==> config.mk <==
export PLATFORM = sky130hd
export DESIGN_NAME = mux4_rr_arbiter
export DESIGN_NICKNAME = d
export VERILOG_FILES = /design/src/rtl/mux4_rr_arbiter_pkg.sv /design/src/rtl/mux4_rr_arbiter_pick.sv /design/src/rtl/mux4_rr_arbiter.sv
export SDC_FILE = /design/constraint.sdc
export NUM_CORES = 1
export LEC_CHECK = 0
export CORE_UTILIZATION = 55
export CTS_CLUSTER_SIZE = 8
export DETAILED_ROUTE_END_ITERATION = 10
export DONT_BUFFER_PORTS = 1
export PLACE_DENSITY = 0.7
export SYNTH_ARGS = -nofsm -noshare
export SYNTH_HDL_FRONTEND = slang
export SYNTH_SLANG_ARGS = --single-unit
==> constraint.sdc <==
create_clock -name clk -period 2.05 [get_ports clk]
set_input_delay 0.3075 -clock clk [delete_from_list [all_inputs] [get_ports clk]]
set_output_delay 0.3075 -clock clk [all_outputs]
set_load 0.02 [all_outputs]
==> src/rtl/mux4_rr_arbiter_pkg.sv <==
// Shared definitions for the 4-way round-robin mux arbiter: FSM state encoding,
// requester index constants and a one-hot helper.
package mux4_rr_arbiter_pkg;

    typedef enum logic {
        ARB_IDLE  = 1'b0,
        ARB_GRANT = 1'b1
    } arb_state_t;

    localparam logic [1:0] REQ_A = 2'd0;
    localparam logic [1:0] REQ_B = 2'd1;
    localparam logic [1:0] REQ_C = 2'd2;
    localparam logic [1:0] REQ_D = 2'd3;

    function automatic logic [3:0] onehot4(input logic [1:0] idx);
        return 4'b0001 << idx;
    endfunction

endpackage

==> src/rtl/mux4_rr_arbiter_pick.sv <==
// Combinational round-robin picker: searches req starting just after `last`,
// wrapping modulo 4 and ending at `last` itself.
module rr_pick4 (
    input  logic [3:0] req,
    input  logic [1:0] last,
    output logic       found,
    output logic [1:0] idx
);

    always_comb begin
        found = 1'b0;
        idx   = last;
        // i == 4 wraps back to `last`, so the previous owner is searched last
        for (int i = 1; i <= 4; i++) begin
            if (!found && req[last + 2'(i)]) begin
                found = 1'b1;
                idx   = last + 2'(i);
            end
        end
    end

endmodule

==> src/rtl/mux4_rr_arbiter.sv <==
// Round-robin arbiter driving the select pair of the shared 4-to-1 mux,
// with a bounded hold time so no requester can starve the others.
module mux4_rr_arbiter
    import mux4_rr_arbiter_pkg::*;
#(
    parameter int MAX_HOLD = 4,
    parameter int HOLD_W   = 4
) (
    input  logic       clk,
    input  logic       rst,
    input  logic [3:0] req,
    output logic [3:0] grant,
    output logic       sel1,
    output logic       sel2,
    output logic       valid
);

    localparam logic [HOLD_W-1:0] HOLD_LAST = HOLD_W'(MAX_HOLD - 1);

    arb_state_t        state;
    logic [HOLD_W-1:0] hold_cnt;
    logic [1:0]        last;
    logic [1:0]        owner;
    logic [1:0]        pick_last;
    logic              pick_found;
    logic [1:0]        pick_idx;
    logic              release_now;

    assign owner = {sel1, sel2};

    // While granted, any re-arbitration happens on release, which makes the
    // current owner the new `last`; feeding it directly saves a cycle.
    assign pick_last   = (state == ARB_GRANT) ? owner : last;
    assign release_now = !req[owner] || (hold_cnt == HOLD_LAST);

    rr_pick4 u_pick (
        .req   (req),
        .last  (pick_last),
        .found (pick_found),
        .idx   (pick_idx)
    );

    always_ff @(posedge clk or posedge rst) begin
        if (rst) begin
            state    <= ARB_IDLE;
            grant    <= 4'b0000;
            sel1     <= 1'b0;
            sel2     <= 1'b0;
            valid    <= 1'b0;
            hold_cnt <= '0;
            last     <= REQ_D;
        end else begin
            case (state)
                ARB_IDLE: begin
                    if (pick_found) begin
                        state    <= ARB_GRANT;
                        grant    <= onehot4(pick_idx);
                        {sel1, sel2} <= pick_idx;
                        valid    <= 1'b1;
                        hold_cnt <= '0;
                    end
                end
                ARB_GRANT: begin
                    if (release_now) begin
                        last <= owner;
                        if (pick_found) begin
                            grant    <= onehot4(pick_idx);
                            {sel1, sel2} <= pick_idx;
                            hold_cnt <= '0;
                        end else begin
                            state    <= ARB_IDLE;
                            grant    <= 4'b0000;
                            valid    <= 1'b0;
                            hold_cnt <= '0;
                        end
                    end else begin
                        hold_cnt <= hold_cnt + 1'b1;
                    end
                end
                default: begin
                    state <= ARB_IDLE;
                    grant <= 4'b0000;
                    valid <= 1'b0;
                end
            endcase
        end
    end

endmodule
-- Word level (Yosys, flattened, before mapping)
Cells that the tools add are included.
- add/sub/neg operators: 4
- $lt $le $gt $ge: 5
- equality and inequality tests: 4
- shift operators: 1
- mux-type cells: 39
- bitwise gates (word level): 1
- reductions and logical operators: 11
- operators by type and width (kind ; number):
    two-way mux 4 bit ; 5
    two-way mux 1 bit ; 18
    one-hot mux 4 bit (2 select lines) ; 2
    < comparator 2 x 3 -> 1 bit, second input constant ; 5
    binary-select mux 1 bit (select 2 bit) ; 5
    two-way mux 2 bit ; 5
    one-hot mux 1 bit (2 select lines) ; 4
    adder 2 bit, second input constant ; 2
    adder 4 x 1 -> 4 bit, second input constant ; 1
    == test 4 x 2 -> 1 bit, second input constant ; 1
    zero test 1 bit ; 4
    inequality test 2 bit, second input constant ; 2
    AND reduction 2 bit ; 2
    left shift 1 x 2 -> 4 bit, first input constant ; 1
    logical AND 1 bit ; 3
    AND reduction 3 bit ; 1
    adder 2 x 1 -> 2 bit, second input constant ; 1
    inequality test 2 x 1 -> 1 bit, second input constant ; 1
    logical OR 1 bit ; 1
    NOT 1 bit ; 1
- flip-flop bits (word level): 14
- input port bits: 6
- output and inout bits: 7
- logic and storage cells: 72

-- Logic depth before layout (Yosys ltp)
- word-level depth: 18
- depth in mapped cells: 6
- depth with buffers taken out: 5

-- Modules after synthesis
A second synthesis with hierarchy kept.
- cell total of the unflattened synthesis: 75
- area total of the unflattened synthesis: 780.7 µm²
- modules (own cells, without submodules) (module ; times used ; cells an instance ; area each (µm²) ; sequential area each (µm²)):
    mux4_rr_arbiter ; 1 ; 61 ; 698.2 ; 352.8
    rr_pick4 ; 1 ; 14 ; 82.6 ; 0.0

-- Worst setup path after synthesis
Ideal clock, no wire load.
- path kind: register to register
- start: register sel1
- end: register hold_cnt[3]
- arrival: 1.707 ns
- data required time: 1.929 ns
- setup slack: 0.222 ns
- cell stages (with the launch flop): 6
- path buffers: 1
- period minus slack after synthesis: 1.828 ns
- cells stage by stage: dfrtp_1 -> mux4_2 -> and3_1 -> buf_6 -> a21o_1 -> a22o_1
- word-level cells in the longest chain between the ends: 15
- elaborated cells between the ends (all ways): 29
- those cells by class: add/sub: 3; eq/ne: 1; mux: 17; reduce/logical: 8
- ends and longest elaborated chain (element ; line ; RTL):
    from (decl) ; mux4_rr_arbiter.sv:13 ; output logic sel1,
    from (signal assigned) ; mux4_rr_arbiter.sv:58 ; {sel1, sel2} <= pick_idx;
    from (signal assigned) ; mux4_rr_arbiter.sv:68 ; {sel1, sel2} <= pick_idx;
    two-way mux 2 bit ; mux4_rr_arbiter.sv:33 ; assign pick_last = (state == ARB_GRANT) ? owner : last;
    adder 2 x 1 -> 2 bit ; mux4_rr_arbiter_pick.sv:15 ; if (!found && req[last + 2'(i)]) begin
    binary-select mux 1 bit (select 2 bit) ; mux4_rr_arbiter_pick.sv:15 ;
    two-way mux 1 bit (not written as such) ; mux4_rr_arbiter_pick.sv:15 ;
    two-way mux 1 bit ; mux4_rr_arbiter_pick.sv:15 ;
    zero test 1 bit ; mux4_rr_arbiter_pick.sv:15 ;
    logical AND 1 bit ; mux4_rr_arbiter_pick.sv:15 ;
    two-way mux 1 bit ; mux4_rr_arbiter_pick.sv:15 ;
    zero test 1 bit ; mux4_rr_arbiter_pick.sv:15 ;
    logical AND 1 bit ; mux4_rr_arbiter_pick.sv:15 ;
    two-way mux 1 bit ; mux4_rr_arbiter_pick.sv:15 ;
    zero test 1 bit ; mux4_rr_arbiter_pick.sv:15 ;
    logical AND 1 bit ; mux4_rr_arbiter_pick.sv:15 ;
    two-way mux 1 bit ; mux4_rr_arbiter_pick.sv:15 ;
    inequality test 2 bit (no source line) ; -- ;
    to (signal assigned) ; mux4_rr_arbiter.sv:77 ; hold_cnt <= hold_cnt + 1'b1;
    to (decl) ; mux4_rr_arbiter.sv:21 ; logic [HOLD_W-1:0] hold_cnt;
Parallel ways exist; a longest one is shown, timed or not. The select of a mux whose other input is x is not followed.
A chain may end at the register's enable or synchronous reset.

-- Final worst setup path
- start: register hold_cnt[0]
- end: register hold_cnt[3]
- word-level cells in the longest chain between the ends: 4
- elaborated cells between the ends (all ways): 5
- those cells by class: add/sub: 1; eq/ne: 1; mux: 2; reduce/logical: 1
- ends and longest elaborated chain (element ; line ; RTL):
    parallel branches: the longest is 2 deep, another holds adder 4 x 1 -> 4 bit ; -- ;
    two-way mux 4 bit * ; mux4_rr_arbiter.sv:64 ; if (release_now) begin
    one-hot mux 4 bit (2 select lines) * ; mux4_rr_arbiter.sv:53 ; case (state)
Every way passes the cells marked *.

==> results.py <==
metrics = {
    "yosys": {
        "synth.avg_cell_area_um2": 9.99,
        "syn_area_um2": 850,
        "synth_seq_cells": 14,
        "synth_top_flop_cell": "dfrtp_1",
        "synth_edf_count": 0,
        "synthTopCellsByArea": "dfrtp_1 35%, dfstp_2 6.2%, mux2_2 5.3%",
        "synth_nets": 93,
        "synth_area_leader_cell": "dfrtp_1",
        "syn_inst": 85,
        "async_flop_share_pct": 100,
        "yosys_warnings": 0,
        "synth_top_area_share_pct": 35.3,
        "synth_cell_types": 34,
        "yosysSeqAreaShare_pct": 41.5,
    },
    "run_status": {
        "outcome": "completed",
    },
    "layout": {
        "fill_cells": 116,
        "areaGrowthSynthToFinish_pct": 6.19,
        "layout-drive-gt1-share_pct": 18.0,
        "antenna_cells": 0,
        "layout.nets": 98,
        "fin_util_pct": 66.0,
        "design_area_um2": 902,
    },
    "timing": {
        "finalCriticalPeriod_ns": 1.84,
        "tns_ns": 0,
        "finalHoldViolations": 0,
        "fin_skew_ns": 0.00588,
        "drv_slew": 0,
        "worst_slew_pin_slew_ns": 0.533,
        "rsz0062_at_grt": "false",
        "fmax_mhz": 543,
        "fin_ws_ns": 0.207,
        "slew_headroom_pct": 64.4,
        "setup_viol": 0,
        "min_period_over_period_pct": 89.9,
    },
    "drt": {
        "drtAntennaViolNets": 0,
        "wl_um": 1690,
        "firstDrtPassIters": 4,
        "wl_per_cell_um": 16.3,
        "drc": 0,
        "drtIter0Drc": 16,
        "via_per_inst": 6.37,
        "num_vias": 662,
    },
    "global_routing": {
        "grt_pass1_wl_um": 2540,
        "antenna_found_initial": 0,
        "grt_start_max_net_pins": 15,
        "track_usage_pct": 23.0,
        "grt_overflow_total": 0,
        "grt_pass1_vias": 597,
    },
    "floorplanning": {
        "core_area_mm2": 0.00137,
        "die_x_um": 41.3,
        "ios": 13,
        "dieArea_mm2": 0.00171,
        "start_util_pct": 62.2,
        "core.rowCount": 13,
        "fp.dieH_um": 41.3,
    },
    "clock_tree": {
        "cts_setup_buffers": 0,
        "cts_tree": "built",
        "cts_buffers": 3,
        "clock_sinks": 14,
        "clk_pin_slew_ns": 0.09,
        "clk_path_buf_depth": 2,
        "cts_root_buf": "clkbuf_4",
        "cts_htree_levels": 1,
        "worstSkewPairLatency_ns": 0.28,
    },
    "placement": {
        "post-place-ws_ns": 0.233,
        "placed_area_um2": 856,
        "portBuffers": 0,
        "dpl.hpwl_um": 1260,
        "routabilityCongestion": 0.746,
    },
    "critical_path": {
        "cp.required_ns": 2.22,
        "cpPeakStageDelay_ns": 0.47,
        "cp_cell_sequence": "ha_1, or3b_2, and3_1, a21o_1, a22o_1",
        "critPathKind": "flip-flop to flip-flop",
        "crit_fanout": 6,
        "end_kind": "flip-flop",
        "critPathArrivalTime_ns": 2.01,
        "cpLargestDelayFamily": "simple AND/OR/NAND/NOR gates",
        "start_kind": "flip-flop",
        "crit_path_top_delay_cell": "or3b_2",
        "cp_num_buf_inv": 0,
    },
    "power_and_ir_drop": {
        "p_per_area_mw_per_mm2": 1420,
        "power.leakage_nw": 0.418,
        "ir_worst_vdd_v": 0.000794,
    },
    "min_path": {
        "min-delay-path-class": "input pin to flip-flop",
    },
    "job": {
        "maxCapViolCount": 0,
    },
}
==> kinds of logic (layout without fill, tap and decap cells) <==
family,Yosys count,after routing,synth area share [%]
mux,8,8,12.1
flops,14,14,41.5
fa+ha+maj,2,2,2.95
buf+inv,9,13,5.89
simple gates,26,26,14.7
compound gates,26,26,22.8
==> layer usage <==
layer / wire length (µm) / global-route usage [%] / part of all wire [%] / vias up
met2: 726 / 34.8 / 43 / 16
met4: 14 / 4.84 / 0.83 / 0
met5: 0 / 0 / 0 / -
met1: 864 / 32.9 / 51 / 316
met3: 86 / 6.38 / 5.1 / 2
li1: - / - / - / 328
==> metrics by stage <==
stage | cells | hold WS [ns] | total power, mW
2_1_floorplan | 85 | 0.195 | 0.981
3_3_place_gp | 99 | 0.256 | 1.07
3_5_place_dp | 99 | 0.269 | 1.08
4_1_cts | 104 | 0.240 | 1.29
5_1_grt | 104 | 0.270 | 1.38
6_report | 104 | 0.241 | 1.28
==> synthesized netlist by cell type, types with 2 or more instances <==
cell type and count:
a211oi_1 2, a21o_1 2, a21oi_1 2, a22o_1 3, buf_6 2, dfrtp_1 12, dfstp_2 2, ha_1 2
inv_1 6, mux2_2 4, mux2i_1 2, nand2_1 10, nand3_1 2, nor2_1 6, nor3_1 2, o21ai_0 5
o32ai_1 4
==> registers in the layout (all words and copies together), names as in the netlist <==
register / count
grant: 4
hold_cnt: 4
last: 2
sel1: 1
sel2: 1
state: 1
valid: 1
==> cell type report <==
| class | count | area, µm² | area share [%] |
|---|---|---|---|
| multi-input combinational | 62 | 447 | 49.5 |
| sequential | 14 | 353 | 39.1 |
| clock buffer | 4 | 36.3 | 4.02 |
| timing repair buffer | 3 | 25.0 | 2.77 |
| inverter | 6 | 22.5 | 2.50 |
| tap | 15 | 18.8 | 2.08 |
==> worst paths after layout <==
path	startpoint	end	slack (ns)	depth (start not counted)
max	hold_cnt[0]$_DFFE_PP0P_	hold_cnt[3]$_DFFE_PP0P_	0.21	5
min	req[3]	grant[3]$_DFFE_PP0P_	0.24	2
max reg2reg	hold_cnt[0]$_DFFE_PP0P_	hold_cnt[3]$_DFFE_PP0P_	0.21	5
min reg2reg	hold_cnt[1]$_DFFE_PP0P_	hold_cnt[1]$_DFFE_PP0P_	0.53	2
max in group asynchronous	rst	last[1]$_DFFE_PP1P_	1.18	2
min in group asynchronous	rst	valid$_DFFE_PP0P_	0.50	2
==> power by group <==
| group | switching [mW] | leakage, nW | internal, mW |
|---|---|---|---|
| clock | 0.0897 | 0.0210 | 0.108 |
| combinational | 0.296 | 0.224 | 0.256 |
| sequential | 0.146 | 0.174 | 0.386 |
| total | 0.531 | 0.418 | 0.750 |
==> what timing repair did <==
action,in CTS,in global routing
hold buffers,1,0
gates resized for setup,0,0
endpoints found under the hold margin,12,0
==> cell usage in the layout (no fill, tap or decap), types with 2 or more instances in the layout <==
cell type | Yosys | final
a211oi_1 | 2 | 2
a21o_1 | 2 | 2
a21oi_1 | 2 | 2
a22o_1 | 3 | 3
buf_4 | 0 | 2
clkbuf_4 | 0 | 3
dfrtp_1 | 12 | 12
dfstp_2 | 2 | 2
ha_1 | 2 | 2
inv_1 | 6 | 6
mux2_2 | 4 | 4
mux2i_1 | 2 | 2
nand2_1 | 10 | 10
nand3_1 | 2 | 2
nor2_1 | 6 | 6
nor3_1 | 2 | 2
o21ai_0 | 5 | 5
o32ai_1 | 4 | 4
Note: power is estimated with default switching activity, not from simulation.
